===== config.mk =====
export PLATFORM = sky130hd
export DESIGN_NAME = mux_scan_reg
export DESIGN_NICKNAME = d
export VERILOG_FILES = /design/src/rtl/mux_pkg.sv /design/src/rtl/mux_scan_ptr.sv /design/src/rtl/mux_scan_reg.sv
export SDC_FILE = /design/constraint.sdc
export NUM_CORES = 1
export LEC_CHECK = 0
export ABC_AREA = 0
export BUFFER_PORTS_ARGS = -buffer_cell sky130_fd_sc_hd__buf_2
export CORE_MARGIN = 3
export CORE_UTILIZATION = 45
export CTS_CLUSTER_DIAMETER = 100
export DETAILED_ROUTE_END_ITERATION = 10
export PLACE_DENSITY = 0.84
export SYNTH_ARGS = -nofsm -noshare
export SYNTH_HDL_FRONTEND = slang
export SYNTH_HIERARCHICAL = 1
export SYNTH_SLANG_ARGS = --single-unit
export TNS_END_PERCENT = 30

===== constraint.sdc =====
create_clock -name clk -period 5.24 [get_ports clk]
set_input_delay 0.524 -clock clk [delete_from_list [all_inputs] [get_ports clk]]
set_output_delay 0.524 -clock clk [all_outputs]
set_load 0.05 [all_outputs]

===== src/rtl/mux_pkg.sv =====
// mux_pkg: shared mode and output-stage types for the scanning channel selector
package mux_pkg;
  typedef enum logic {MUX_MANUAL = 1'b0, MUX_SCAN = 1'b1} mux_mode_t;
  typedef enum logic {OS_EMPTY = 1'b0, OS_FULL = 1'b1} os_state_t;
endpackage


===== src/rtl/mux_scan_ptr.sv =====
// mux_scan_ptr: round-robin channel pointer, wraps NUM_CH-1 -> 0
module mux_scan_ptr #(
  parameter int NUM_CH = 8,
  localparam int SEL_W = $clog2(NUM_CH)
) (
  input  logic             clk,
  input  logic             rst_n,
  input  logic             en,
  input  logic             clr,
  output logic [SEL_W-1:0] ptr
);
  localparam logic [SEL_W-1:0] LAST = SEL_W'(NUM_CH - 1);
  logic [SEL_W-1:0] ptr_q, ptr_d;
  always_comb ptr_d = clr ? '0 : !en ? ptr_q : ptr_q == LAST ? '0 : ptr_q + 1'b1;
  always_ff @(posedge clk)
    if (!rst_n) ptr_q <= '0;
    else ptr_q <= ptr_d;
  assign ptr = ptr_q;
endmodule


===== src/rtl/mux_scan_reg.sv =====
// mux_scan_reg: registered N:1 channel selector, manual or round-robin scan, valid/ready output
module mux_scan_reg
  import mux_pkg::*;
#(
  parameter int NUM_CH = 8,
  parameter int DATA_W = 8,
  localparam int SEL_W = $clog2(NUM_CH)
) (
  input  logic                     clk,
  input  logic                     rst_n,
  input  logic                     mode,
  input  logic [SEL_W-1:0]         sel,
  input  logic [NUM_CH*DATA_W-1:0] in_data,
  input  logic [NUM_CH-1:0]        in_valid,
  output logic [NUM_CH-1:0]        in_ack,
  output logic [DATA_W-1:0]        out_data,
  output logic [SEL_W-1:0]         out_ch,
  output logic                     out_valid,
  input  logic                     out_ready
);
  localparam logic [SEL_W-1:0] LAST_CH = SEL_W'(NUM_CH - 1);
  mux_mode_t         mode_e;
  os_state_t         os_q, os_d;
  logic [DATA_W-1:0] out_data_q, out_data_d;
  logic [SEL_W-1:0]  out_ch_q, out_ch_d, ptr, cand;
  logic              slot_free, capture;
  assign mode_e = mux_mode_t'(mode);
  mux_scan_ptr #(.NUM_CH(NUM_CH)) u_ptr (
    .clk  (clk),
    .rst_n(rst_n),
    .en   (slot_free && mode_e == MUX_SCAN),
    .clr  (mode_e == MUX_MANUAL),
    .ptr  (ptr)
  );
  // out-of-range selects fall back to the last channel
  always_comb begin
    slot_free  = os_q == OS_EMPTY || out_ready;
    cand       = mode_e == MUX_SCAN ? ptr : sel > LAST_CH ? LAST_CH : sel;
    capture    = rst_n && slot_free && in_valid[cand];
    in_ack     = capture ? NUM_CH'(1) << cand : '0;
    os_d       = capture ? OS_FULL : slot_free ? OS_EMPTY : os_q;
    out_data_d = capture ? in_data[DATA_W*int'(cand) +: DATA_W] : out_data_q;
    out_ch_d   = capture ? cand : out_ch_q;
  end
  always_ff @(posedge clk)
    if (!rst_n) begin
      os_q       <= OS_EMPTY;
      out_data_q <= '0;
      out_ch_q   <= '0;
    end else begin
      os_q       <= os_d;
      out_data_q <= out_data_d;
      out_ch_q   <= out_ch_d;
    end
  assign out_valid = os_q == OS_FULL;
  assign out_data  = out_data_q;
  assign out_ch    = out_ch_q;
endmodule


**Yosys cells after proc, flatten, opt, wreduce, memory -nomap -nowiden**

Index checks and enable logic that the tools add are counted.

- Add/subtract/negate cells: 1
- Magnitude comparators: 2
- Equality and inequality tests: 1
- Shift-type cells: 2
- Muxes and demuxes: 8
- Bitwise operators: 1
- Reduce and logical (&&, ||, !) cells: 6

Operators with widths:

| operator | number |
|---|---|
| $shiftx A64 B7 Y8 | 1 |
| $mux W3 | 3 |
| $mux W8 | 1 |
| $shl A1 B3 Y8 const A | 1 |
| $lt A3 B4 Y1 const B | 1 |
| $add A3 B1 Y3 const B | 1 |
| $bmux W1 S3 | 1 |
| $eq A3 B3 Y1 const B | 1 |
| $gt A3 B3 Y1 const B | 1 |
| $logic_and A1 B1 Y1 | 3 |
| $mux W1 | 3 |
| $reduce_and A2 Y1 | 1 |
| $reduce_bool A2 Y1 | 1 |
| $logic_or A1 B1 Y1 | 1 |
| $not A1 Y1 | 1 |

- Bits in registers: 15
- Input port bits: 79
- Output and inout bits: 20
- Logic and storage cells: 25

**Longest topological paths before layout**

Gate-level depths: netlist (run 1).

- Depth in word-level cells: 7
- Gate-level depth with buffers: 11
- Depth with buffers taken out: 6

**Modules after synthesis**

Netlist (run 1), hierarchy kept.

Modules (own cells, without submodules):

| module | instances | cells each | area each (µm²) | sequential area each (µm²) |
|---|---|---|---|---|
| mux_scan_reg | 1 | 180 | 1427.6 | 240.2 |
| mux_scan_ptr | 1 | 14 | 147.6 | 60.1 |

**Worst setup path after synthesis (run 1)**

OpenSTA, ideal clock, no wires.

- Kind: input to output
- From: in mode
- To: out in_ack[4]
- Arrival time: 2614 ps
- Required time: 4716 ps
- Slack: 2102 ps
- Cell stages on the path: 10
- Buffers on the path: 5
- Cells stage by stage: buf_6 > and3b_1 > buf_6 > o21bai_2 > o221ai_2 > or4_1 > buf_2 > buf_6 > buf_2 > nor2_1

- Longest elaborated chain between the ends: 5
- Elaborated cells between the ends (all ways): 6
- Those cells by class: shift: 1; mux: 4; reduce/logical: 1

RTL lines:

| what | line | source |
|---|---|---|
| start, declared | mux_scan_reg.sv:11 | `input logic mode,` |
| $mux W3 * | mux_scan_reg.sv:38 | `cand = mode_e == MUX_SCAN ? ptr : sel > LAST_CH ? LAST_CH : sel;` |
| $bmux W1 S3 | mux_scan_reg.sv:39 | `capture = rst_n && slot_free && in_valid[cand];` |
| $mux W1 (not written as such) | mux_scan_reg.sv:39 |  |
| $logic_and A1 B1 Y1 | mux_scan_reg.sv:39 |  |
| $mux W8 * | mux_scan_reg.sv:40 | `in_ack = capture ? NUM_CH'(1) << cand : '0;` |
| end, declared | mux_scan_reg.sv:15 | `output logic [NUM_CH-1:0] in_ack,` |

Mark *: on every way between the ends. The rest lies on a longest branch, timed or not. The select of a mux whose other input is x is not followed.

**Final worst setup path (run 1)**

- From: reg u_ptr.ptr_q[1], in the netlist u_ptr/ptr[1]
- To: out in_ack[5]

- Longest elaborated chain between the ends: 5
- Elaborated cells between the ends (all ways): 6
- Those cells by class: shift: 1; mux: 4; reduce/logical: 1

RTL lines:

| what | line | source |
|---|---|---|
| start, declared | mux_scan_ptr.sv:13 | `logic [SEL_W-1:0] ptr_q, ptr_d;` |
| start signal, assigned | mux_scan_ptr.sv:17 | `else ptr_q <= ptr_d;` |
| $mux W3 * | mux_scan_reg.sv:38 |  |
| $bmux W1 S3 | mux_scan_reg.sv:39 |  |
| $mux W1 (not written as such) | mux_scan_reg.sv:39 |  |
| $logic_and A1 B1 Y1 | mux_scan_reg.sv:39 |  |
| $mux W8 * | mux_scan_reg.sv:40 |  |

Marked as above.

==> results by group, run 1 <==
Die
  – FP Rows: 20
  – Starting density of the core: between 40% and 50%
  – Boundary Pins: 99
  – Core area: about 3200 µm²
  – Die Area: 4250 µm²
  – Die Ht: around 65 µm
  – Die X-Extent: ~65 µm

Clock network
  – Post-CTS Hold Buffers: 0
  – Post-CTS setup buffer count: 0
  – Clock transition at path regs: about 0.1 ns
  – Maximum clock insertion buffer count: 2
  – Clock buffer count from CTS: 3
  – Worst-Skew Late Latency: between 0.2 and 0.3 ns
  – CTS H-tree lvls: 1
  – CTS Root Buffer Type: clkbuf_4
  – CTS Sinks: 15
  – Gates resized, CTS repair: 0
  – CTS tree: yes

Global routing
  – Global-route wire length before repair: 8000 µm
  – Vias in the first global route: about 1,800
  – Initial antenna violation count: 0
  – Largest net degree at the start of global routing: 27
  – Grt total ovfl: 0
  – Total GRT Usage: a little under a quarter

Layout
  – Most common cell after layout, fill and taps aside: buf_2
  – Syn-to-layout area delta: 28.7%
  – Most frequent cells in the layout: buf_2, mux2i_1, nor2_1
  – Fin nets: 360
  – Layout cells sized above 1: about two fifths
  – Diodes inserted: 0

Pwr
  – VDD IR max: 0.0733 mV
  – LEAKAGE: approximately 0.95 nW
  – PwrDens: approximately 180 nW/µm²

Place
  – Post-DP HPWL: roughly 3900 µm
  – Pre-CTS setup slack: around 1.9 ns
  – Port Buffers: 98
  – Routability cong.: about 0.86

Setup path
  – Startpoint types: flop
  – CP endpoint kind: output pin
  – CP max-delay cell: dfxtp_1
  – R2R Setup Slk: around 2.1 ns
  – CP delay by family, top: simple AND/OR/NAND/NOR gates
  – Max stage delay on crit path: between 0.9 and 1 ns
  – Crit path max fanout: 25
  – WS Path Type: flop to output pin
  – Buf/Inv on CP: 1
  – CP Launch Point: u_ptr/ptr[1]
  – Crit path required time: roughly 4.7 ns
  – Worst-path cell chain: and3b_1, nor2_2, o221ai_2, or4_1, nor2_1, buf_2
  – Reg2reg start: u_ptr/ptr[1]
  – Worst EP arrival: approximately 3.2 ns

STA
  – Final hold violations: 0
  – Setup TNS: 0 ns
  – Max Freq: between 200 and 300 MHz
  – Slew @ Worst Pin: 1.19 ns
  – RSZ-0062 raised after global routing: no
  – Final min period: 3.71 ns
  – Post-route setup slack: between 1.5 and 2 ns
  – Worst Clk Skew: around 0.0083 ns
  – Slew margin rel.: around 20%
  – Max-slew violation count: 0
  – Fin crit share: 70.7%
  – Hold WS: about 0.48 ns
  – Final setup vio count: 0

Yosys
  – Mapped Cells: 194
  – Most used DFF post-synth: dfxtp_1
  – Yosys cell types: between 40 and 50
  – Syn_nets: 275
  – #FFs+latches synth: 15
  – Register area share after synthesis: 19.1%
  – Post-synth EDFFs: 0
  – FFs w/ async S/R, synth: 0%
  – Mapped Area: 1580 µm²
  – Syn_area_per_cell: 8.12 µm²
  – YS warnings: 6

Drt
  – Final WL: between 5000 and 6000 µm
  – Iteration-0 DRC Markers: roughly 110
  – Final ANT Viol Nets: 0
  – Wire per inst: around 16 µm
  – Drt drc: 0
  – Vias: roughly 1,900
  – DRT Pass-1 Iters: 4
  – DR vias/cell: between 5 and 6

Min path
  – HP Class: flop to flop
  – Hold Crit Start: out_ch[0]

Status
  – Outcome: complete, no violations

Job
  – MaxCap Viol Count: 0
[area by class of cell]
type / count / area (µm²)
Sequential cell: 15 / 300
Clock buffer: 4 / 26.3
Multi-Input combinational cell: 159 / 1150
Fill cell: 313 / 1180
Tap cell: 44 / 55.1
Inverter: 2 / 7.51
Timing Repair Buffer: 98 / 490
[routing by layer]
metal,share of wire [%],track usage (%)
met1,41,29.8
met5,0,0
met2,48,40.3
met3,10,3.42
met4,0.79,7.77
[power breakdown]
group	internal, mW	switching [mW]
logic	0.0654	0.0976
clock network	0.0296	0.0407
registers	0.122	0.00514
total	0.217	0.143
[per-stage QoR]
step                area [µm²]  total power [mW]  std cells  utilization, %
floorplan                 1580             0.240        194               -
global placement          2000             0.288        318            62.5
detailed placement        2000             0.291        318            62.5
CTS                       2030             0.359        322            63.3
global route              2030             0.380        322            63.3
finish                    2030             0.360        322            63.3
[final timing paths]
check	to	depth (start not counted)
setup / recovery	in_ack[5]	6
hold / removal	out_ch[0]	2
setup reg to reg	out_data[2]	6
hold reg to reg	out_ch[0]	2
[tightest hold or removal path, delay by kind of cell (launching register included)]
family             cells  cell delay (ns)
and+or+nand+nor        1             0.06
AOI/OAI and AO/OA      1             0.05
DFF                    1             0.32
[synth_stat cells (5+ instances only)]
cell type	count	area (µm²)
a22o_1	6	52.6
buf_2	6	30.0
a21oi_1	10	50.1
a22oi_1	10	75.1
nor2_1	18	67.6
clkbuf_1	5	18.8
nand2_1	6	22.5
a221o_1	6	60.1
dfxtp_1	15	300
mux2i_1	28	280
nand3_1	12	60.1
nor3_1	6	30.0
buf_6	5	56.3
o22ai_1	12	75.1
[registers in the layout (all words and copies together) (netlist names)]
register and count:
out_ch 3, out_data 8, u_ptr/ptr 3, out_valid 1
[cells by family after synthesis]
logic type / count (synthesis) / share of synthesized area (%)
AOI/OAI and AO/OA: 65 / 31.7
DFF: 15 / 19.1
muxes: 29 / 18.5
and+or+nand+nor: 63 / 21.0
adders and majority gates: 2 / 1.59
buffers and inverters: 20 / 8.10
No activity file was read; power rests on OpenSTA's default activity.
==> inputs of run 2 (changes only) <==
Settings changed: CORE_UTILIZATION 45 to 39, PLACE_DENSITY 0.84 to 0.77.
Clock period 5.24 ns to 3.19 ns, I/O delays scaled along.
==> run 2 against run 1 <==
- die area is 14% higher
- via count shrank 0.73%
- first-iteration DRC count increased by 15%
- critical path type unchanged
- global-route usage decreased by 1.6 points
- critical endpoint is now in_ack[6]
- total power grew 78%
- final area rose by 2.7%
==> results by group, run 2 (synthesis results as in run 1) <==
Clock network
  – Clock buffer count from CTS: 3
  – Maximum clock insertion buffer count: 2
  – CTS Root Buffer Type: clkbuf_8
  – Post-CTS setup buffer count: 0
  – Post-CTS Hold Buffers: 0
  – CTS tree: yes
  – Gates resized, CTS repair: 0
  – Worst-Skew Late Latency: around 0.25 ns
  – CTS Sinks: 15
  – Clock transition at path regs: approximately 0.060 ns
  – CTS H-tree lvls: 1

Drt
  – Vias: 1,904
  – Drt drc: 0
  – DR vias/cell: between 5 and 6
  – Iteration-0 DRC Markers: 130
  – Wire per inst: approximately 16 µm
  – DRT Pass-1 Iters: 4
  – Final WL: 5330 µm
  – Final ANT Viol Nets: 0

Global routing
  – Initial antenna violation count: 0
  – Grt total ovfl: 0
  – Global-route wire length before repair: approximately 8700 µm
  – Total GRT Usage: between 20% and 30%
  – Vias in the first global route: roughly 1,900
  – Largest net degree at the start of global routing: 19

Die
  – Die X-Extent: around 70 µm
  – Die Area: slightly below 5000 µm²
  – Starting density of the core: between 40% and 50%
  – Boundary Pins: 99
  – Die Ht: just under 70 µm
  – FP Rows: 22
  – Core area: approximately 3800 µm²

Setup path
  – WS Path Type: flop to output pin
  – Worst EP arrival: 2.69 ns
  – Crit-path most repeated cell: nor2_1
  – CP max-delay cell: or4_1
  – Worst-path cell chain: nand2b_2, o32a_1, nor2_1, or4_1, nor2_1, buf_2
  – Crit path max fanout: 17
  – CP endpoint kind: output pin
  – Max stage delay on crit path: roughly 0.82 ns
  – Crit path required time: about 2.9 ns
  – Startpoint types: flop

Layout
  – FILL cells: 380
  – Register area: 300 µm²
  – Most common cell after layout, fill and taps aside: buf_2
  – Layout cells sized above 1: approximately two fifths
  – Diodes inserted: 0
  – Syn-to-layout area delta: 32.2%
  – Most frequent cells in the layout: buf_2, mux2i_1, nor2_1
  – Max FFs per register: 8
  – Fin util: a little under three fifths
  – Fin nets: approximately 360
  – Multi-input logic area: between 1000 and 1500 µm²

Pwr
  – Switch share: a little under two fifths
  – VDD IR max: 0.185 mV
  – Sequential share of power: around a third
  – Comb pwr share: a little over two fifths
  – Clk pwr share: about a quarter
  – PwrDens: 308 nW/µm²
  – P_int: between 300 and 400 µW
  – Sw Pwr: 245 µW
  – LEAKAGE: 0.979 nW

STA
  – Max Freq: 332 MHz
  – Fin crit share: between 90% and 100%
  – RSZ-0062 raised after global routing: no
  – Worst Clk Skew: 0.00335 ns
  – Final min period: approximately 3 ns
  – Slew margin rel.: between 40% and 50%
  – Final hold violations: 0
  – Max-slew violation count: 0
  – Slew @ Worst Pin: between 0.7 and 0.8 ns
  – Final setup vio count: 0
  – Setup TNS: 0 ns

Place
  – Routability cong.: slightly below 0.9
  – Post-DP HPWL: 4270 µm
  – Port Buffers: 98

Job
  – MaxCap Viol Count: 0

Min path
  – HP Class: input pin to flop

Status
  – Outcome: complete, no violations
[run 2: power groups by stage]
stage	Combinational [mW]	Clock [mW]	Sequential (mW)
floorplan	0.141	0	0.253
global placement	0.267	0	0.212
detailed placement	0.272	0	0.212
CTS	0.273	0.160	0.208
global route	0.297	0.173	0.209
finish	0.274	0.160	0.208
[run 2: layout make-up]
class	instances	share of cell area, %
well taps	48	2.88
repair buffers	102	25.0
inverters	2	0.361
flip-flops and latches	15	14.4
clock inverters	1	0.240
clock buffers	3	1.98
multi-input cells	159	55.1
[run 2: metal layers]
layer | track usage [%] | share of wire [%] | vias to the layer above
li1 | - | - | 935
met2 | 38.5 | 49 | 92
met4 | 5.42 | 1.3 | 0
met5 | 0 | 0 | -
met1 | 26.6 | 40 | 869
met3 | 5.07 | 9.1 | 8
[run 2: per-stage QoR]
stage | instance area [µm²] | total power [mW] | cells | worst slack [ns] | hold WS [ns]
2_1_floorplan | 1580 | 0.394 | 194 | 0.439 | 0.448
3_3_place_gp | 2040 | 0.479 | 326 | 0.445 | 0.458
3_5_place_dp | 2040 | 0.484 | 326 | 0.383 | 0.458
4_1_cts | 2080 | 0.640 | 330 | 0.198 | 0.340
5_1_grt | 2080 | 0.679 | 330 | 0.0147 | 0.337
6_report | 2080 | 0.642 | 330 | 0.177 | 0.342
[run 2: final timing paths]
| kind | slack (ns) | to | start | cells after the start |
|---|---|---|---|---|
| hold / removal | 0.34 | out_ch[2] | rst_n | 2 |
| hold reg to reg | 0.47 | out_data[4] | out_data[4] | 2 |
| setup / recovery | 0.18 | in_ack[6] | u_ptr/ptr[0] | 6 |
| setup reg to reg | 0.41 | out_data[4] | u_ptr/ptr[0] | 7 |
[run 2: critical path: cells and delay by family (launching register included)]
| kind | cells | cell delay, ns |
|---|---|---|
| AOI/OAI and AO/OA | 1 | 0.32 |
| buffers and inverters | 1 | 0.28 |
| DFF | 1 | 0.43 |
| and+or+nand+nor | 4 | 1.40 |
==> inputs of run 3 (changes only) <==
Settings changed: CELL_PAD_IN_SITES_DETAIL_PLACEMENT from default to 2, CELL_PAD_IN_SITES_GLOBAL_PLACEMENT from default to 2, CORE_UTILIZATION 39 to 20, PLACE_DENSITY 0.77 to default, PLACE_DENSITY_LB_ADDON from default to 0.1.
==> run 3 against run 2 <==
- clock power increased by 2%
- first-iteration DRC count decreased by 60%
- hold slack got worse by 0.014 ns
- critical path depth unchanged
- global-route usage decreased by 6.7 points
- flip-flop and latch count unchanged
- largest cell class unchanged
- largest power group unchanged
==> results by group, run 3 (synthesis results as in run 1) <==
Status
  – Outcome: complete, no violations

Global routing
  – Grt total ovfl: 0
  – Initial antenna violation count: 0
  – Met3 usage: around 3.0%
  – Vias in the first global route: 1,993
  – Total GRT Usage: between 10% and 20%
  – Largest net degree at the start of global routing: 23
  – Met1 GRT Util: roughly a fifth
  – GR peak layer: met2
  – Global-route wire length before repair: around 11,000 µm
  – Met2 usage: between 20% and 30%

Place
  – Port Buffers: 98
  – DP Cell Count: between 300 and 400
  – Post-DP HPWL: roughly 5600 µm
  – Routability cong.: just over 0.8

STA
  – Max-slew violation count: 0
  – Setup TNS: 0 ns
  – Final hold violations: 0
  – Fin crit share: about nine tenths
  – Worst Clk Skew: between 0.009 and 0.01 ns
  – Max Freq: ~350 MHz
  – RSZ-0062 raised after global routing: no
  – Slew margin rel.: 50.2%
  – Final setup vio count: 0
  – Slew @ Worst Pin: roughly 0.74 ns
  – Final min period: around 2.8 ns

Clock network
  – Clock transition at path regs: around 0.070 ns
  – Worst-Skew Late Latency: around 0.26 ns
  – Maximum clock insertion buffer count: 2
  – Post-CTS Hold Buffers: 0
  – CTS Sinks: 15
  – CTS tree: yes
  – Post-CTS setup buffer count: 0
  – CTS H-tree lvls: 1
  – CTS Root Buffer Type: clkbuf_8
  – Clock buffer count from CTS: 3
  – Gates resized, CTS repair: 0

Drt
  – DRT Pass-1 Iters: 4
  – Vias: between 1,500 and 2,000
  – Final ANT Viol Nets: 0
  – DR vias/cell: approximately 5
  – Final WL: between 6000 and 7000 µm
  – Iteration-0 DRC Markers: 52
  – Wire per inst: roughly 18 µm
  – Drt drc: 0

Die
  – Core area: around 7400 µm²
  – FP Rows: 31
  – Boundary Pins: 99
  – Starting density of the core: 21.2%
  – Die X-Extent: roughly 95 µm
  – Die Ht: between 90 and 100 µm
  – Die Area: 8980 µm²

Setup path
  – Crit path max fanout: 14
  – Crit path required time: roughly 2.9 ns
  – CP endpoint kind: output pin
  – Reg2reg start: u_ptr/ptr[0]
  – R2R Setup Slk: 0.54 ns
  – WS Path Type: flop to output pin
  – Startpoint types: flop
  – FF-to-FF End: out_data[4]
  – Worst EP arrival: ~2.5 ns
  – Worst R2R Path Depth: 7

Layout
  – Max FFs per register: 8
  – Post-route insts no fill: approximately 380
  – Most frequent cells in the layout: buf_2, mux2i_1, nor2_1
  – Layout cells sized above 1: 42.0%
  – Syn-to-layout area delta: 36.9%
  – Most common cell after layout, fill and taps aside: buf_2
  – Fin nets: roughly 370
  – Diodes inserted: 0

Min path
  – Hold Path Sink: out_ch[2]
  – Hold path cells: 2
  – Hold Crit Start: rst_n
  – HP Class: input pin to flop

Pwr
  – PwrDens: ~300 nW/µm²
  – VDD IR max: about 0.11 mV
  – LEAKAGE: 0.980 nW

Job
  – MaxCap Viol Count: 0
==> run 3: cell types whose count changed in the layout (fill, tap and decap cells not counted) <==
cell        change
buf_4           +1
clkinv_2        -1
clkinvlp_4      +1
==> run 3: worst max path at each step <==
stage,from,slack [ns],depth (start not counted),end
final,u_ptr/ptr[0],0.35,6,in_ack[4]
after global routing,u_ptr/ptr[0],0.19,6,in_ack[4]
after CTS,u_ptr/ptr[0],0.34,6,in_ack[4]
after detailed placement,mode,0.54,8,out_data[4]
after global placement,mode,0.65,7,in_ack[4]
after floorplan,u_ptr/ptr[1],0.44,10,in_ack[4]
==> run 3: metrics by stage <==
stage / instance area [µm²] / worst slack, ns / hold slack, ns / total power [mW] / util (%)
after floorplan: 1580 / 0.439 / 0.448 / 0.394 / -
after global placement: 2110 / 0.646 / 0.459 / 0.495 / 28.3
after detailed placement: 2110 / 0.542 / 0.459 / 0.497 / 28.3
after CTS: 2160 / 0.342 / 0.322 / 0.665 / 28.9
after global routing: 2160 / 0.185 / 0.326 / 0.695 / 28.9
final: 2160 / 0.347 / 0.328 / 0.653 / 28.9
==> run 3: worst max-delay path, cell delays in order, from the launching register on <==
cell      delay (ns)
dfxtp_1         0.46
nand2b_2        0.36
o32a_1          0.30
nor2_1          0.07
or4_1           0.62
nor2_1          0.16
buf_2           0.28
==> run 3: power by group <==
part / total [mW] / leakage (nW) / switching, mW / internal, mW
logic: 0.281 / 0.836 / 0.170 / 0.111
clock network: 0.164 / 0.0217 / 0.0760 / 0.0879
registers: 0.208 / 0.122 / 0.00776 / 0.200
total: 0.653 / 0.980 / 0.254 / 0.399
==> run 3: layer usage <==
metal  vias up  routed length, µm  share of wire, %
li1        937                  -                 -
met1       903               3050                44
met2        74               3270                48
met3         4                512               7.5
met4         0                 25              0.36
met5         -                  0                 0
==> run 3: layout make-up <==
cell class	instances	area, µm²
timing repair buffer	103	528
tap	99	124
multi-input combinational	159	1150
clock inverter	1	7.51
inverter	2	7.51
clock buffer	3	41.3
sequential	15	300
fill	904	5290
